## config.mk

```make
export PLATFORM = sky130hd
export DESIGN_NAME = ctl_decode_stage
export DESIGN_NICKNAME = d
export VERILOG_FILES = /design/src/rtl/ctl_decode_stage.sv
export SDC_FILE = /design/constraint.sdc
export NUM_CORES = 1
export LEC_CHECK = 0
export CORE_UTILIZATION = 45
export CTS_BUF_LIST = sky130_fd_sc_hd__clkbuf_4 sky130_fd_sc_hd__clkbuf_8 sky130_fd_sc_hd__clkbuf_16
export CTS_CLUSTER_DIAMETER = 40
export CTS_CLUSTER_SIZE = 25
export DETAILED_ROUTE_END_ITERATION = 10
export PLACE_DENSITY = 0.9
export SETUP_SLACK_MARGIN = 0.5
export SLEW_MARGIN = 10
export SYNTH_ARGS = -nofsm -noshare
export SYNTH_HDL_FRONTEND = slang
export SYNTH_SLANG_ARGS = --single-unit
```

## constraint.sdc

```tcl
create_clock -name clk -period 3.2 [get_ports clk]
set_clock_uncertainty 0.2 [all_clocks]
set_input_delay 0.96 -clock clk [delete_from_list [all_inputs] [get_ports clk]]
set_output_delay 0.96 -clock clk [all_outputs]
set_load 0.02 [all_outputs]
```

## src/rtl/ctl_decode_stage.sv

```systemverilog
// RV32I control decoder registered at the ID/EX boundary, with load-use interlock and illegal flagging.
// Latency: one cycle from accept (in_valid & in_ready) to out_valid.
// Backpressure: output register holds while out_valid & !out_ready; in_ready drops on stall or load-use hazard.
module ctl_decode_stage #(
    parameter int XLEN      = 32,
    parameter int ALU_SEL_W = 4,
    parameter int HAZARD_EN = 1,
    parameter int CNT_W     = 16
) (
    input  logic                 clk,
    input  logic                 rst_n,
    input  logic                 flush,
    input  logic                 in_valid,
    output logic                 in_ready,
    input  logic [31:0]          in_instr,
    input  logic [XLEN-1:0]      in_pc,
    output logic                 out_valid,
    input  logic                 out_ready,
    output logic [XLEN-1:0]      out_pc,
    output logic                 a_sel,
    output logic                 b_sel,
    output logic [ALU_SEL_W-1:0] alu_sel,
    output logic [2:0]           imm_sel,
    output logic                 mem_wr,
    output logic                 mem_rd,
    output logic                 reg_wen,
    output logic [1:0]           wb_sel,
    output logic                 pc_sel,
    output logic                 is_branch,
    output logic                 br_un,
    output logic                 illegal,
    output logic [4:0]           rd,
    output logic [4:0]           rs1,
    output logic [4:0]           rs2,
    output logic [2:0]           funct3,
    output logic [CNT_W-1:0]     bubble_cnt
);

    // Opcodes (instr[6:0])
    localparam logic [6:0] OPC_LUI    = 7'b0110111;
    localparam logic [6:0] OPC_AUIPC  = 7'b0010111;
    localparam logic [6:0] OPC_JAL    = 7'b1101111;
    localparam logic [6:0] OPC_JALR   = 7'b1100111;
    localparam logic [6:0] OPC_BRANCH = 7'b1100011;
    localparam logic [6:0] OPC_LOAD   = 7'b0000011;
    localparam logic [6:0] OPC_STORE  = 7'b0100011;
    localparam logic [6:0] OPC_OPIMM  = 7'b0010011;
    localparam logic [6:0] OPC_OP     = 7'b0110011;
    localparam logic [6:0] OPC_FENCE  = 7'b0001111;
    localparam logic [6:0] OPC_SYSTEM = 7'b1110011;

    // funct7 values that carry meaning
    localparam logic [6:0] F7_BASE = 7'b0000000;
    localparam logic [6:0] F7_ALT  = 7'b0100000;

    // ALU op encodings
    localparam logic [3:0] ALU_AND   = 4'b0000;
    localparam logic [3:0] ALU_OR    = 4'b0001;
    localparam logic [3:0] ALU_ADD   = 4'b0010;
    localparam logic [3:0] ALU_SUB   = 4'b0011;
    localparam logic [3:0] ALU_SLL   = 4'b0100;
    localparam logic [3:0] ALU_SRL   = 4'b0101;
    localparam logic [3:0] ALU_SRA   = 4'b0110;
    localparam logic [3:0] ALU_SLT   = 4'b0111;
    localparam logic [3:0] ALU_SLTU  = 4'b1000;
    localparam logic [3:0] ALU_PASSB = 4'b1001;
    localparam logic [3:0] ALU_XOR   = 4'b1010;

    // Immediate formats
    localparam logic [2:0] IMM_NONE = 3'd0;
    localparam logic [2:0] IMM_I    = 3'd1;
    localparam logic [2:0] IMM_S    = 3'd2;
    localparam logic [2:0] IMM_B    = 3'd3;
    localparam logic [2:0] IMM_U    = 3'd4;
    localparam logic [2:0] IMM_J    = 3'd5;

    // Writeback sources
    localparam logic [1:0] WB_MEM = 2'b00;
    localparam logic [1:0] WB_ALU = 2'b01;
    localparam logic [1:0] WB_PC4 = 2'b10;

    typedef struct packed {
        logic                 a_sel;
        logic                 b_sel;
        logic [ALU_SEL_W-1:0] alu_sel;
        logic [2:0]           imm_sel;
        logic                 mem_wr;
        logic                 mem_rd;
        logic                 reg_wen;
        logic [1:0]           wb_sel;
        logic                 pc_sel;
        logic                 is_branch;
        logic                 br_un;
        logic                 illegal;
    } ctl_t;

    // Instruction fields of the incoming word
    logic [6:0] in_opc;
    logic [2:0] in_f3;
    logic [6:0] in_f7;
    logic [4:0] in_rd;
    logic [4:0] in_rs1;
    logic [4:0] in_rs2;

    assign in_opc = in_instr[6:0];
    assign in_rd  = in_instr[11:7];
    assign in_f3  = in_instr[14:12];
    assign in_rs1 = in_instr[19:15];
    assign in_rs2 = in_instr[24:20];
    assign in_f7  = in_instr[31:25];

    ctl_t dec;
    ctl_t ctl_q;
    logic legal;

    // Decode the incoming instruction into the control bundle
    always_comb begin
        dec   = '0;
        legal = 1'b1;
        case (in_opc)
            OPC_LUI: begin
                dec.b_sel   = 1'b1;
                dec.alu_sel = ALU_SEL_W'(ALU_PASSB);
                dec.imm_sel = IMM_U;
                dec.reg_wen = 1'b1;
                dec.wb_sel  = WB_ALU;
            end
            OPC_AUIPC: begin
                dec.a_sel   = 1'b1;
                dec.b_sel   = 1'b1;
                dec.alu_sel = ALU_SEL_W'(ALU_ADD);
                dec.imm_sel = IMM_U;
                dec.reg_wen = 1'b1;
                dec.wb_sel  = WB_ALU;
            end
            OPC_JAL: begin
                dec.a_sel   = 1'b1;
                dec.b_sel   = 1'b1;
                dec.alu_sel = ALU_SEL_W'(ALU_ADD);
                dec.imm_sel = IMM_J;
                dec.reg_wen = 1'b1;
                dec.pc_sel  = 1'b1;
                dec.wb_sel  = WB_PC4;
            end
            OPC_JALR: begin
                dec.b_sel   = 1'b1;
                dec.alu_sel = ALU_SEL_W'(ALU_ADD);
                dec.imm_sel = IMM_I;
                dec.reg_wen = 1'b1;
                dec.pc_sel  = 1'b1;
                dec.wb_sel  = WB_PC4;
                if (in_f3 != 3'b000) legal = 1'b0;
            end
            OPC_BRANCH: begin
                // ALU computes the target; the comparison itself happens in EX
                dec.a_sel     = 1'b1;
                dec.b_sel     = 1'b1;
                dec.alu_sel   = ALU_SEL_W'(ALU_ADD);
                dec.imm_sel   = IMM_B;
                dec.is_branch = 1'b1;
                dec.br_un     = in_f3[1];
                if (in_f3 == 3'b010 || in_f3 == 3'b011) legal = 1'b0;
            end
            OPC_LOAD: begin
                dec.b_sel   = 1'b1;
                dec.alu_sel = ALU_SEL_W'(ALU_ADD);
                dec.imm_sel = IMM_I;
                dec.mem_rd  = 1'b1;
                dec.reg_wen = 1'b1;
                dec.wb_sel  = WB_MEM;
                if (in_f3 == 3'b011 || in_f3 == 3'b110 || in_f3 == 3'b111) legal = 1'b0;
            end
            OPC_STORE: begin
                dec.b_sel   = 1'b1;
                dec.alu_sel = ALU_SEL_W'(ALU_ADD);
                dec.imm_sel = IMM_S;
                dec.mem_wr  = 1'b1;
                if (in_f3 > 3'b010) legal = 1'b0;
            end
            OPC_OPIMM: begin
                dec.b_sel   = 1'b1;
                dec.imm_sel = IMM_I;
                dec.reg_wen = 1'b1;
                dec.wb_sel  = WB_ALU;
                case (in_f3)
                    3'b000: dec.alu_sel = ALU_SEL_W'(ALU_ADD);
                    3'b001: begin
                        dec.alu_sel = ALU_SEL_W'(ALU_SLL);
                        if (in_f7 != F7_BASE) legal = 1'b0;
                    end
                    3'b010: dec.alu_sel = ALU_SEL_W'(ALU_SLT);
                    3'b011: dec.alu_sel = ALU_SEL_W'(ALU_SLTU);
                    3'b100: dec.alu_sel = ALU_SEL_W'(ALU_XOR);
                    3'b101: begin
                        if (in_f7 == F7_BASE)     dec.alu_sel = ALU_SEL_W'(ALU_SRL);
                        else if (in_f7 == F7_ALT) dec.alu_sel = ALU_SEL_W'(ALU_SRA);
                        else                      legal = 1'b0;
                    end
                    3'b110: dec.alu_sel = ALU_SEL_W'(ALU_OR);
                    default: dec.alu_sel = ALU_SEL_W'(ALU_AND);
                endcase
            end
            OPC_OP: begin
                dec.reg_wen = 1'b1;
                dec.wb_sel  = WB_ALU;
                if (in_f7 == F7_BASE) begin
                    case (in_f3)
                        3'b000: dec.alu_sel = ALU_SEL_W'(ALU_ADD);
                        3'b001: dec.alu_sel = ALU_SEL_W'(ALU_SLL);
                        3'b010: dec.alu_sel = ALU_SEL_W'(ALU_SLT);
                        3'b011: dec.alu_sel = ALU_SEL_W'(ALU_SLTU);
                        3'b100: dec.alu_sel = ALU_SEL_W'(ALU_XOR);
                        3'b101: dec.alu_sel = ALU_SEL_W'(ALU_SRL);
                        3'b110: dec.alu_sel = ALU_SEL_W'(ALU_OR);
                        default: dec.alu_sel = ALU_SEL_W'(ALU_AND);
                    endcase
                end else if (in_f7 == F7_ALT) begin
                    if (in_f3 == 3'b000)      dec.alu_sel = ALU_SEL_W'(ALU_SUB);
                    else if (in_f3 == 3'b101) dec.alu_sel = ALU_SEL_W'(ALU_SRA);
                    else                      legal = 1'b0;
                end else begin
                    legal = 1'b0;
                end
            end
            OPC_FENCE, OPC_SYSTEM: begin
                // Architectural no-ops for this pipeline
            end
            default: legal = 1'b0;
        endcase
        // An undecodable word must not disturb machine state, so drop every control
        if (!legal) begin
            dec         = '0;
            dec.illegal = 1'b1;
        end
    end

    // Source usage by format: U/J have no rs1, only R/S/B read rs2
    logic rs1_used;
    logic rs2_used;
    assign rs1_used = !(in_opc == OPC_LUI || in_opc == OPC_AUIPC || in_opc == OPC_JAL);
    assign rs2_used = (in_opc == OPC_OP) || (in_opc == OPC_STORE) || (in_opc == OPC_BRANCH);

    logic [4:0] rd_q;
    logic [4:0] rs1_q;
    logic [4:0] rs2_q;
    logic [2:0] f3_q;
    logic [XLEN-1:0] pc_q;
    logic vld_q;

    logic adv;
    logic haz_raw;
    logic haz;
    logic accept;

    assign adv     = !vld_q || out_ready;
    assign haz_raw = in_valid && vld_q && ctl_q.mem_rd && (rd_q != 5'd0) &&
                     ((rs1_used && (rd_q == in_rs1)) || (rs2_used && (rd_q == in_rs2)));
    // Without the interlock the execute stage is expected to forward load data
    assign haz     = (HAZARD_EN != 0) && haz_raw;
    // During flush the wrong-path word is swallowed so upstream can move on
    assign in_ready = flush || (adv && !haz);
    assign accept   = in_valid && in_ready && !flush;

    // Output register: flush empties, otherwise advance loads the decoded bundle or a bubble
    always_ff @(posedge clk or negedge rst_n) begin
        if (!rst_n) begin
            vld_q <= 1'b0;
            ctl_q <= '0;
            rd_q  <= '0;
            rs1_q <= '0;
            rs2_q <= '0;
            f3_q  <= '0;
            pc_q  <= '0;
        end else if (flush) begin
            vld_q <= 1'b0;
        end else if (adv) begin
            vld_q <= accept;
            if (accept) begin
                ctl_q <= dec;
                rd_q  <= in_rd;
                rs1_q <= in_rs1;
                rs2_q <= in_rs2;
                f3_q  <= in_f3;
                pc_q  <= in_pc;
            end
        end
    end

    // Count inserted load-use bubbles, saturating; flushed cycles are not bubbles
    always_ff @(posedge clk or negedge rst_n) begin
        if (!rst_n) begin
            bubble_cnt <= '0;
        end else if (!flush && haz && adv && (bubble_cnt != {CNT_W{1'b1}})) begin
            bubble_cnt <= bubble_cnt + CNT_W'(1);
        end
    end

    assign out_valid = vld_q;
    assign out_pc    = pc_q;
    assign a_sel     = ctl_q.a_sel;
    assign b_sel     = ctl_q.b_sel;
    assign alu_sel   = ctl_q.alu_sel;
    assign imm_sel   = ctl_q.imm_sel;
    assign mem_wr    = ctl_q.mem_wr;
    assign mem_rd    = ctl_q.mem_rd;
    assign reg_wen   = ctl_q.reg_wen;
    assign wb_sel    = ctl_q.wb_sel;
    assign pc_sel    = ctl_q.pc_sel;
    assign is_branch = ctl_q.is_branch;
    assign br_un     = ctl_q.br_un;
    assign illegal   = ctl_q.illegal;
    assign rd        = rd_q;
    assign rs1       = rs1_q;
    assign rs2       = rs2_q;
    assign funct3    = f3_q;

endmodule

```

==> metrics.md, run 1 <==
| Metric | Value |
|---|---|
| Status | finished with violations |
| Failing checks | negative setup slack |
| Final core occ | 76.63% |
| Post-layout min period | 3.339 ns |
| Async set-reset flop share out of synthesis | 100.0% |
| Crit-path cells | buf_6, and4b_1, o21ai_2, or4_4, nand2_4, nor2_4, buf_6 |
| Final Cell Area | 7081 um2 |
| Dpl hpwl | 8660 um |
| Initial DRC count | 151 |
| Layout cells sized above 1 | 32.61% |
| Max rail drop VDD | 287.3 uV |
| Prevailing post-synth register cell | dfrtp_1 |
| CTS buffer count | 9 |
| Die Width | 99.46 um |
| Post-DP Area | 6310 um2 |
| Final GP Congestion | 0.8855 |
| Register area share after synthesis | 49.77% |
| Die Y | 99.46 um |
| Most common cell after layout, fill and taps aside | clkdlybuf4s50_1 |
| DR pass1 iterations | 4 |
| Syn. warnings | 0 |
| CP dominant cell by count | buf_6 |
| Setup ws final | -0.1391 ns |
| Cell Pwr Density | 423.2 nW/um2 |
| Global-route wire length before repair | 19890 um |
| Final Power | 2.997 mW |
| Vias | 3840 |
| CTS sink count | 85 |
| Final wirelength | 12740 um |
| Cts hold-fix bufs | 0 |
| Root Driver | clkbuf_8 |
| Initial Utilization | 46.26% |
| Clock tree buffer depth | 2 |
| Worst setup startpoint | flush |
| Commonest cells after routing, fill and taps aside | clkdlybuf4s50_1 (129), dfrtp_1 (85), buf_4 (51) |
| Area growth syn-to-layout | 65.66% |
| DRC | 0 |
| Final slew viol count | 0 |
| Post-Synthesis Cell Area | 4274 um2 |
| Nature of the critical path startpoint | input pin |
| Top Ports | 155 |
| Period Utilization, post-route | 104.3% |
| Fmax | 0.2995 GHz |
| Vias per Instance | 5.282 |
| CTS tree | yes |
| Core Area | 9240 um2 |
| TNS Setup | -0.1391 ns |
| Seq cells post-synth | 85 |
| Mapped Avg Cell Area | 11.52 um2 |
| Critical path buffers and inverters | 2 |
| Setup crit end kind | primary output |
| Min-delay src | br_un |
| Critical path type | input pin to primary output |
| Worst path slowest cell | or4_4 |
| LEAKAGE | 3.119 nW |
| Crit-path leading delay family | simple AND/OR/NAND/NOR gates |
| Worst-skew pair later-pin latency | 0.34 ns |
| Site row count | 35 |
| DR WL/cell | 17.53 um |
| Distinct cells, synth | 46 |
| Multiplexer area fraction after synthesis | 17.56% |
| RSZ-0062 raised after global routing | yes |
| Syn Nets | 441 |
| XOR/XNOR share of the synthesized area | 4.713% |
| Worst Tran Pin Value | 0.5710 ns |
| Buffers on Ports | 154 |
| Max-Cap Viols | 0 |
| Syn Inst Count | 371 |
| Hold Path Class | flop to flop |
| Final setup viols | 1 |
| RR Startpoint | rd[1] |
| Post-Synth Adder-Cell Area | 0.2927% |
| Main combinational cell family by area after synthesis | multiplexers |
| Simple-gate portion of the synthesized area | 14.87% |
| Antenna violations before repair | 0 |
| Clock-pin transition on the worst setup and hold timing paths | 0.08 ns |
| Peak fanout along the critical path | 3 |
| H-Tree Depth | 3 |
| N_diodes | 0 |
| Largest net degree at the start of global routing | 45 |
| Worst EP required | 2.04 ns |
| Hold Vio Cnt, Final | 0 |
| # nets final | 663 |
| Synth Area in Compound Gates | 9.016% |
| Delay of the slowest critical-path stage | 0.53 ns |
| Total grt overflow | 0 |
| Post-synth EDFFs | 0 |
| Vias in the first global route | 4038 |
| Die area | 9891 um2 |
| Arr. time, crit path | 2.18 ns |
| Slew headroom | 61.93% |
| Antenna Nets Post-Route | 0 |
| Total Routing Usage GR | 25.79% |
==> layer usage <==
metal	share of wire (%)	vias up	track usage, %
li1	-	1770	-
met1	40	1891	30.50
met2	50	157	45.19
met3	7.0	22	6.325
met4	2.2	0	10.18
met5	0	-	0
==> metrics by stage <==
stage	setup slack [ns]	hold WS, ns	instances
after floorplan	0.03551	0.3831	371
after global placement	-0.9378	0.2651	683
after detailed placement	-0.9588	0.2719	683
after CTS	-0.1708	0.2902	725
after global routing	-0.1835	0.3188	727
final	-0.1391	0.2928	727
==> worst paths after layout <==
kind | endpoint | depth (start not counted) | slack [ns]
worst min-delay path | br_un | 1 | 0.29
max in group asynchronous | mem_rd | 2 | 1.76
worst max-delay path | in_ready | 7 | -0.14
worst min register to register | br_un | 1 | 0.29
min in group asynchronous | out_pc[11] | 1 | 0.40
worst max register to register | out_pc[29] | 12 | 0.29
==> power breakdown <==
group	internal, mW	switching (mW)
logic	0.550	0.413
clock network	0.376	0.392
registers	1.19	0.0747
==> final cells by class <==
cell class	instances	area, um2
Clock buffer	10	131.4
Sequential cell	85	2127
Fill cell	574	2160
Multi-Input combinational cell	257	2182
Inverter	6	22.52
Timing Repair Buffer	234	2385
Clock inverter	6	71.32
Tap cell	129	161.4
==> logic make-up (layout without fill, tap and decap cells) <==
group / count (synthesis) / in the layout
xor gates and xnor gates: 23 / 23
muxes: 54 / 54
DFF: 85 / 85
buffers and inverters: 29 / 256
and+or+nand+nor: 120 / 120
AOI/OAI and AO/OA: 59 / 59
adders and majority gates: 1 / 1
==> flip-flops by register name, summed over array words and instances (netlist names) <==
signal and cells:
out_pc 32, bubble_cnt 16, rd 5, rs1 5
rs2 5, alu_sel 4, funct3 3, imm_sel 3
wb_sel 2, a_sel 1, b_sel 1, br_un 1
illegal 1, is_branch 1, mem_rd 1, mem_wr 1
out_valid 1, pc_sel 1, reg_wen 1
==> what timing repair did <==
action,in CTS,in global routing
pin swaps,27,11
endpoints found under the setup margin,88,86
setup buffers,21,2
gates cloned,5,0
gates resized for setup,116,22
==> synthesized netlist by cell type, drive strengths merged (2+ instances only) <==
library cell	n	share of area (%)
a21oi	11	1.4
nor3	8	0.94
nor2b	10	1.5
xnor2	17	3.5
o2bb2ai	2	0.41
nand3	11	1.3
o41ai	2	0.41
a21o	4	0.70
xor2	6	1.2
nand2	28	2.5
clkbuf	10	0.88
o31ai	3	0.53
and2	4	0.59
mux2	54	18
a31oi	4	0.59
o2111ai	2	0.41
and3	8	1.3
and3b	2	0.41
nor2	24	2.2
a211oi	4	0.70
inv	6	0.53
dfrtp	85	50
nand4b	3	0.61
nand4	7	1.0
nor3b	4	0.70
o21ai	18	2.1
or4	2	0.35
nand2b	4	0.59
buf	13	2.4
a22o	6	1.2
==> worst register-to-register path: cells and delay by family, from the launching register on <==
kind	cells	cell delay, ns
buf+inv	7	0.93
flops	1	0.40
simple gates	3	0.81
mux	1	0.30
xor+xnor	1	0.16
Note: power is estimated with default switching activity, not from simulation.
==> run 2: changes to the inputs <==
Settings changed: PLACE_DENSITY 0.9 to 0.81.
==> metrics.md, run 2 (same netlist as run 1, synthesis figures left out) <==
| Metric | Value |
|---|---|
| Failing checks | negative setup slack |
| Status | finished with violations |
| Vias | 3950 |
| Die area | 9891 um2 |
| Fin cells | 734 |
| Peak fanout along the critical path | 2 |
| Critical path type | input pin to primary output |
| Most common cell after layout, fill and taps aside | clkdlybuf4s50_1 |
| # nets final | 670 |
| Final slew viol count | 0 |
| Setup crit end kind | primary output |
| Final GP Congestion | 0.8745 |
| CTS tree | yes |
| Worst EP required | 2.04 ns |
| Clock-pin transition on the worst setup and hold timing paths | 0.09 ns |
| Slew headroom | 52.79% |
| Clock tree buffer depth | 2 |
| Dpl hpwl | 8541 um |
| Final Cell Area | 7408 um2 |
| Die Width | 99.46 um |
| Cell Pwr Density | 415.4 nW/um2 |
| Crit-path cells | buf_6, xnor2_2, nand4_1, or4_4, nand2_4, nor2_4, buf_6 |
| Period Utilization, post-route | 106.0% |
| Root Driver | clkbuf_8 |
| DR pass1 iterations | 5 |
| Largest net degree at the start of global routing | 45 |
| Vias in the first global route | 4049 |
| LEAKAGE | 3.366 nW |
| Reg-to-reg endpoint | rd[3] |
| Critical path buffers and inverters | 2 |
| Hold Vio Cnt, Final | 0 |
| Met1 Track Usage GR | 34.59% |
| Final setup viols | 45 |
| H-Tree Depth | 3 |
| Final Power | 3.077 mW |
| Arr. time, crit path | 2.23 ns |
| Commonest cells after routing, fill and taps aside | clkdlybuf4s50_1 (129), dfrtp_1 (82), mux2_4 (53) |
| Max rail drop VDD | 245.0 uV |
| RSZ-0062 raised after global routing | yes |
| Nature of the critical path startpoint | input pin |
| Initial Utilization | 46.26% |
| CP dominant cell by count | buf_6 |
| Met3 Track Usage GR | 5.692% |
| Initial DRC count | 163 |
| Hold path cells | 2 |
| Buffers on Ports | 154 |
| Hold path endpoint | a_sel |
| DR WL/cell | 19.56 um |
| DRC | 0 |
| M2 GR Usage | 49.79% |
| Gr busiest metal | met2 |
| Antenna Nets Post-Route | 0 |
| Min-delay src | a_sel |
| Post-DP Area | 6262 um2 |
| Top Ports | 155 |
| Worst reg2reg setup slack | -0.02 ns |
| Setup ws final | -0.1918 ns |
| Vias per Instance | 5.381 |
| Total grt overflow | 0 |
| Layout cells sized above 1 | 36.86% |
| CTS buffer count | 9 |
| Core Area | 9240 um2 |
| FF-to-FF path depth | 14 |
| Die Y | 99.46 um |
| N_diodes | 0 |
| RR Startpoint | rd[2] |
| Post-layout min period | 3.392 ns |
| Site row count | 35 |
| Area growth syn-to-layout | 73.33% |
| Number of flip-flops in the largest register | 32 |
| Worst Tran Pin Value | 0.7066 ns |
| Fmax | 0.2948 GHz |
| WHS | 0.3052 ns |
| Worst path slowest cell | or4_4 |
| Max-Cap Viols | 0 |
| Antenna violations before repair | 0 |
| Global-route wire length before repair | 21530 um |
| Total Routing Usage GR | 28.58% |
| Crit-path leading delay family | simple AND/OR/NAND/NOR gates |
| Worst-skew pair later-pin latency | 0.36 ns |
| Final wirelength | 14360 um |
| Fill cell count | 522 |
| Hold Path Class | flop to flop |
| CTS sink count | 85 |
| Total placed cells including tap cells | 680 |
| Delay of the slowest critical-path stage | 0.55 ns |
==> run 2: changes by cell type in the layout (fill, tap and decap cells not counted), sizes merged <==
cell,before,now
clkdlybuf4s15,3,5
dlymetal6s2s,1,4
dlygate4sd2,6,2
bufbuf,2,0
inv,7,8
buf,90,97
==> run 2: how the worst max path moves through the flow <==
| stage | endpoint | start | cells past startpoint | slack, ns |
|---|---|---|---|---|
| 2_1_floorplan | in_ready | flush | 6 | 0.04 |
| 3_3_place_gp | in_ready | in_instr[4] | 8 | -0.94 |
| 3_5_place_dp | in_ready | in_instr[4] | 7 | -0.93 |
| 4_1_cts | in_ready | in_instr[24] | 7 | -0.16 |
| 5_1_grt | in_ready | in_instr[24] | 7 | -0.23 |
| 6_report | in_ready | in_instr[24] | 7 | -0.19 |
==> run 2: layer usage <==
metal	vias up	part of all wire (%)
met3	37	6.6
met2	184	51
met1	1949	39
met5	-	0
li1	1780	-
met4	0	3.1
==> run 2: area by class of cell <==
class / count / area [um2] / area share, %
timing repair buffer: 241 / 2535 / 34.22
multi-input combinational: 257 / 2352 / 31.75
sequential: 85 / 2131 / 28.76
tap: 129 / 161.4 / 2.179
clock buffer: 9 / 123.9 / 1.672
clock inverter: 7 / 82.58 / 1.115
inverter: 6 / 22.52 / 0.3040
==> run 2: what timing repair did <==
| action | 4_1_cts | 5_1_grt |
|---|---|---|
| endpoints found under the setup margin | 88 | 89 |
| buffers inserted | 25 | 5 |
| gates cloned | 7 | 1 |
| pin swaps | 48 | 25 |
| hold buffers | 0 | 0 |
| gates resized for setup | 163 | 33 |
==> run 2: worst min-delay path: stages (launching register included) <==
cell	delay, ns
dfrtp_1	0.36
nand2_1	0.07
o31ai_2	0.05
==> run 2: where the power goes <==
part	internal, mW	leakage, nW	switching, mW
logic	0.575	2.20	0.425
clock network	0.372	0.0980	0.429
registers	1.19	1.06	0.0829
==> run 2: stage by stage <==
| stage | utilization (%) | TNS (ns) | setup slack, ns |
|---|---|---|---|
| 2_1_floorplan | - | 0 | 0.03551 |
| 3_3_place_gp | 67.77 | -22.67 | -0.9428 |
| 3_5_place_dp | 67.77 | -21.63 | -0.9303 |
| 4_1_cts | 78.05 | -0.1568 | -0.1568 |
| 5_1_grt | 80.18 | -5.385 | -0.2267 |
| 6_report | 80.18 | -0.8831 | -0.1918 |
